`config.mk`:
```
export PLATFORM = sky130hd
export DESIGN_NAME = serial_word_rx_flat
export DESIGN_NICKNAME = d
export VERILOG_FILES = /design/src/rtl/serial_word_rx_if.sv /design/src/rtl/serial_word_rx.sv /design/src/flat_wrapper.sv
export SDC_FILE = /design/constraint.sdc
export NUM_CORES = 1
export LEC_CHECK = 0
export ABC_AREA = 1
export CAP_MARGIN = 25
export CORE_ASPECT_RATIO = 0.9
export CORE_MARGIN = 2
export CORE_UTILIZATION = 35
export CTS_BUF_LIST = sky130_fd_sc_hd__clkbuf_8
export CTS_CLUSTER_DIAMETER = 50
export DETAILED_ROUTE_END_ITERATION = 10
export HOLD_SLACK_MARGIN = 0.06
export PLACE_DENSITY = 0.64
export SLEW_MARGIN = 20
export SYNTH_ARGS = -nofsm -noshare
export SYNTH_HDL_FRONTEND = slang
export SYNTH_SLANG_ARGS = --single-unit
```
`constraint.sdc`:
```
create_clock -name clk -period 2.6 [get_ports clk]
set_clock_uncertainty 0.1 [all_clocks]
set_input_delay 0.39 -clock clk [delete_from_list [all_inputs] [get_ports clk]]
set_output_delay 0.39 -clock clk [all_outputs]
set_load 0.02 [all_outputs]
```
`src/rtl/serial_word_rx_if.sv`:
```
// -----------------------------------------------------------------------------
// serial_word_rx_if
//   Parallel word handshake between serial_word_rx and downstream logic.
//
//   Signals
//     O      : received word held in the receiver's holding register
//     valid  : O holds an unconsumed word
//     ready  : downstream accepts O in any cycle where valid and ready are 1
//
//   Modports
//     master : the receiver (drives O/valid, samples ready)
//     slave  : the consumer (samples O/valid, drives ready)
//
//   WIDTH must match the WIDTH of the attached serial_word_rx.
// -----------------------------------------------------------------------------
interface serial_word_rx_if #(
   parameter int WIDTH = 4
);

   logic [WIDTH-1:0] O;
   logic             valid;
   logic             ready;

   modport master (
      output O,
      output valid,
      input  ready
   );

   modport slave (
      input  O,
      input  valid,
      output ready
   );

endinterface

```
`src/rtl/serial_word_rx.sv`:
```
// -----------------------------------------------------------------------------
// serial_word_rx
//   Serial-to-parallel frame receiver. Detects a start bit, shifts in WIDTH
//   data bits (optionally followed by an even parity bit), checks the stop
//   bit and presents the word through a valid/ready holding register.
//
//   Frame : start(0), WIDTH data bits, [even parity], stop(1)
//
//   Parameters
//     WIDTH     : data bits per frame (2 or more)
//     LSB_FIRST : 1 -> first data bit lands in O[0]
//                 0 -> first data bit lands in O[WIDTH-1]
//
//   Ports
//     clk       : clock, all state updates on the rising edge
//     reset     : asynchronous, active-low reset
//     sin       : serial line, idles high, one bit per clock
//     bus       : serial_word_rx_if.master (O, valid out; ready in)
//     frame_err : one-cycle pulse, stop bit was 0, frame discarded
//     overrun   : one-cycle pulse, good frame arrived while the holding
//                 register was full and not being consumed; new word dropped
//     par_err   : one-cycle pulse, parity failure (only with the macro below)
//
//   Configuration macro
//     SERIAL_RX_PARITY_EN : adds the parity bit, the PARITY state and par_err.
//
//   Latency: the stop-bit edge stages the frame outcome; the following edge
//   updates O/valid or raises the error/overrun pulse. The FSM is already
//   back in IDLE on that edge, so a start bit may directly follow a stop bit.
// -----------------------------------------------------------------------------
module serial_word_rx #(
   parameter int WIDTH     = 4,
   parameter bit LSB_FIRST = 1'b1
) (
   input  logic             clk,
   input  logic             reset,
   input  logic             sin,
   serial_word_rx_if.master bus,
   output logic             frame_err,
   output logic             overrun
`ifdef SERIAL_RX_PARITY_EN
   ,
   output logic             par_err
`endif
);

   localparam int            CW   = (WIDTH > 2) ? $clog2(WIDTH) : 1;
   localparam logic [CW-1:0] LAST = CW'(WIDTH - 1);

   typedef enum logic [1:0] {
      S_IDLE,
      S_DATA,
      S_PARITY,
      S_STOP
   } state_t;

   state_t           state_q;
   logic [CW-1:0]    cnt_q;
   logic [WIDTH-1:0] shift_q;
   logic [WIDTH-1:0] shift_d;
   logic [WIDTH-1:0] o_q;
   logic             valid_q;
   logic             ferr_q;
   logic             ovr_q;

   // Frame outcome staged on the stop-bit edge, acted on one edge later.
   logic             good_q;
   logic             bad_q;

`ifdef SERIAL_RX_PARITY_EN
   logic             par_q;
   logic             pbad_q;
   logic             perr_q;
`endif

   // Next shift-register value for one incoming data bit.
   always_comb begin
      shift_d = shift_q;
      if (LSB_FIRST) begin
         shift_d = {sin, shift_q[WIDTH-1:1]};
      end else begin
         shift_d = {shift_q[WIDTH-2:0], sin};
      end
   end

   always_ff @(posedge clk or negedge reset) begin
      if (!reset) begin
         state_q <= S_IDLE;
         cnt_q   <= '0;
         shift_q <= '0;
         o_q     <= '0;
         valid_q <= 1'b0;
         ferr_q  <= 1'b0;
         ovr_q   <= 1'b0;
         good_q  <= 1'b0;
         bad_q   <= 1'b0;
`ifdef SERIAL_RX_PARITY_EN
         par_q   <= 1'b0;
         pbad_q  <= 1'b0;
         perr_q  <= 1'b0;
`endif
      end else begin
         // Staged outcomes live exactly one cycle.
         good_q <= 1'b0;
         bad_q  <= 1'b0;
         ovr_q  <= 1'b0;
         ferr_q <= bad_q;
`ifdef SERIAL_RX_PARITY_EN
         pbad_q <= 1'b0;
         perr_q <= pbad_q;
`endif

         // Holding register. shift_q is untouched between the stop-bit edge
         // and this edge (a new start bit clears it with a non-blocking
         // update), so it still carries the completed word here.
         if (good_q) begin
            if (!valid_q || bus.ready) begin
               o_q     <= shift_q;
               valid_q <= 1'b1;
            end else begin
               ovr_q   <= 1'b1;
            end
         end else if (valid_q && bus.ready) begin
            valid_q <= 1'b0;
         end

         case (state_q)
            S_IDLE: begin
               if (!sin) begin
                  state_q <= S_DATA;
                  shift_q <= '0;
                  cnt_q   <= '0;
               end
            end

            S_DATA: begin
               shift_q <= shift_d;
               cnt_q   <= cnt_q + 1'b1;
               if (cnt_q == LAST) begin
`ifdef SERIAL_RX_PARITY_EN
                  state_q <= S_PARITY;
`else
                  state_q <= S_STOP;
`endif
               end
            end

`ifdef SERIAL_RX_PARITY_EN
            S_PARITY: begin
               par_q   <= sin;
               state_q <= S_STOP;
            end
`endif

            S_STOP: begin
               // A bad stop bit masks any parity verdict.
               if (!sin) begin
                  bad_q  <= 1'b1;
`ifdef SERIAL_RX_PARITY_EN
               end else if (^{shift_q, par_q}) begin
                  pbad_q <= 1'b1;
`endif
               end else begin
                  good_q <= 1'b1;
               end
               state_q <= S_IDLE;
            end

            default: begin
               state_q <= S_IDLE;
            end
         endcase
      end
   end

   assign bus.O     = o_q;
   assign bus.valid = valid_q;
   assign frame_err = ferr_q;
   assign overrun   = ovr_q;
`ifdef SERIAL_RX_PARITY_EN
   assign par_err   = perr_q;
`endif

endmodule
```
`src/flat_wrapper.sv`:
```
// flat-port wrapper written by rule: the top's interface ports become plain ports
module serial_word_rx_flat 
#(
   parameter int WIDTH     = 4,
   parameter bit LSB_FIRST = 1'b1
)
  (clk, reset, sin, frame_err, overrun, bus_O, bus_valid, bus_ready);
  serial_word_rx_if #(.WIDTH(WIDTH)) bus_i ();
  input  logic clk;
  input  logic reset;
  input  logic sin;
  output logic frame_err;
  output logic overrun;
  output wire logic [$bits(bus_i.O)-1:0] bus_O;
  output wire logic [$bits(bus_i.valid)-1:0] bus_valid;
  input wire logic [$bits(bus_i.ready)-1:0] bus_ready;
  assign bus_O = bus_i.O;
  assign bus_valid = bus_i.valid;
  assign bus_i.ready = bus_ready;
  serial_word_rx #(.WIDTH(WIDTH), .LSB_FIRST(LSB_FIRST)) u_core (.clk(clk), .reset(reset), .sin(sin), .bus(bus_i), .frame_err(frame_err), .overrun(overrun));
endmodule
```
==> reports/metrics.yaml <==
status: "finished clean"
setup_ws_ns: 0.9088
dp_slack_ns: 1.071
cts_resized: 0
wl_met2_um: 466
critical_path_class: "flip-flop to output pin"
yosysTopAreaCell: "dfrtp_1"
drt.antenna.violating_nets: 0
synth_edf_count: 0
drt_pass1_iterations: 3
cellPowerDensity_nw_per_um2: 1206
critPathMaxStageDelay_ns: 0.61
slowest_stage: "clkdlybuf4s50_1"
hold_class: "flip-flop to flip-flop"
ioPinCount: 11
wirelength_mm: 1.020
htreeDepth: 1
wl_met3_um: 69
dieArea_um2: 2217
fmax_mhz: 591.3
num_vias: 451
fin_setup_tns_ns: 0
dieWidth_um: 49.41
synth_area_um2: 649.4
grt_pass1_vias: 422
setup_viol: 0
clockRootBuffer: "clkbuf_8"
gp_congestion: 0.7430
cts_buffers: 3
crit_buf_inv: 1
synth.net_count: 71
regToRegSetupSlack_ns: 1.57
cts.sinks: 17
cpLargestDelayFamily: "buffers and inverters"
rows: 14
core_um2: 1717
cp_cell_sequence: "clkdlybuf4s50_1"
seq_area_frac_synth: 0.6551
antenna_found_initial: 0
synth_simple_gate_area_frac: 0.2794
postCtsSetupRepairBufs: 0
dp_hpwl_um: 744.5
grt_pass1_wl_mm: 1.856
die_h_um: 44.87
worstSkewPairLatency_ns: 0.24
synth-compound-area-share: 0
yosysTopAreaCellShare: 0.6551
cts_tree: "built"
grt_usage: 0.1164
syn2layout_area_growth_pct: 26.97
synth_fa_ha_area_frac: 0.01927
hold_buffers: 0
drtIter0Drc: 6
muxShareOfSynthArea: 0
min_period_ns: 1.691
wl_met1_um: 470
routedWlPerCell_um: 9.808
start_util: 0.3783
drive_above_1_share: 0.08750
synth-seq-cells: 17
grt-ovfl-total: 0
postSynthCellCount: 66
arrival_ns: 1.20
synthArstFlopShare: 1.000
ys_warn_count: 0
diodes: 0
cp-start-kind: "flip-flop"
synthXorXnorAreaFrac: 0
cp-end-kind: "output pin"
avgSynthCellArea_um2: 9.839
io_buffers: 10
clockBufferDepth: 2
slew_headroom: 0.5215
netlist_top_cells_count: "nand2_1 (22), dfrtp_1 (17), nand3_1 (9)"
cp_max_fo: 2
synth_most_common_cell: "nand2_1"
synth_area_leaders: "dfrtp_1 (66%), nand2_1 (13%), nand3_1 (6.9%)"
maxUsedRoutingLayer: "met4"
maxCapViolations: 0
worst_pin_slew_ns: 0.7155
synth_top_family_by_area: "simple AND/OR/NAND/NOR gates"
nNetsFinal: 86
clk_pin_slew_worst_paths_ns: 0.06
grt_start_max_net_pins: 18
ys.flop_type: "dfrtp_1"
min_period_over_period: 0.6505
ir_drop_mv: 0.7143
maxSlewViolCount: 0
p_leak_nw: 0.4293
rsz0062_at_grt: "no"
vias_per_cell: 4.337
cp.required_ns: 2.11
hold_viol_final: 0
yosysUniqueCellTypes: 11
route.detailed.drc: 0
## worst paths after layout
check,from,endpoint,cells after the start
worst min-delay path,u_core.bad_q,u_core.frame_err,0
min in group asynchronous,reset,u_core.bus.O[0],1
worst min register to register,u_core.bad_q,u_core.frame_err,0
worst max-delay path,u_core.bus.O[2],bus_O[2],1
worst max register to register,u_core.cnt_q[0],u_core.cnt_q[1],3
max in group asynchronous,reset,u_core.shift_q[1],1
## through the flow
stage,area (um2),std cells,utilization,hold slack [ns],total power [W]
final,824.5,104,0.4803,0.2459,0.0009943
after global routing,824.5,104,0.4803,0.2743,0.001083
after CTS,824.5,104,0.4803,0.2499,0.001005
after detailed placement,779.5,100,0.4541,0.2347,0.0008186
after global placement,779.5,100,0.4541,0.2321,0.0008036
after floorplan,649.4,66,-,-0.005591,0.0006775
## area by class of cell
cell class              instances  area (um2)
multi-input cells              41       193.9
clock inverters                 1       3.754
inverters                       8       30.03
clock buffers                   3       41.29
flip-flops and latches         17       425.4
repair buffers                 10       100.1
well taps                      24       30.03
fillers                       175       892.1
## cell usage in the layout (no fill, tap or decap), drive strengths merged
| cell | netlist | final |
|---|---|---|
| clkbuf | 0 | 3 |
| clkdlybuf4s50 | 0 | 10 |
| dfrtp | 17 | 17 |
| ha | 1 | 1 |
| inv | 8 | 9 |
| nand2 | 24 | 24 |
| nand3 | 9 | 9 |
| nor2 | 5 | 5 |
| nor3 | 2 | 2 |
## logic make-up after synthesis
family | after synthesis
buffers and inverters | 8
adders and majority gates | 1
and+or+nand+nor | 40
DFF | 17
## sequential cells by signal (all words and copies together) (netlist names)
name and cells:
u_core.bad_q 1, u_core.frame_err 1, u_core.cnt_q 2, u_core.shift_q 4, u_core.overrun 1, u_core.state_q 2, u_core.good_q 1, u_core.bus.valid 1
u_core.bus.O 4
## metal layers
layer,up-vias,GRT usage
li1,230,-
met1,206,0.1425
met2,13,0.1811
met3,2,0.05298
met4,0,0.05000
met5,-,0
## power by group
| part | switching [W] | internal, W | leakage, nW |
|---|---|---|---|
| registers | 0.0000707 | 0.000372 | 0.215 |
| logic | 0.000214 | 0.000153 | 0.188 |
| clock network | 0.0000804 | 0.000104 | 0.0269 |
Note: power is estimated with default switching activity, not from simulation.
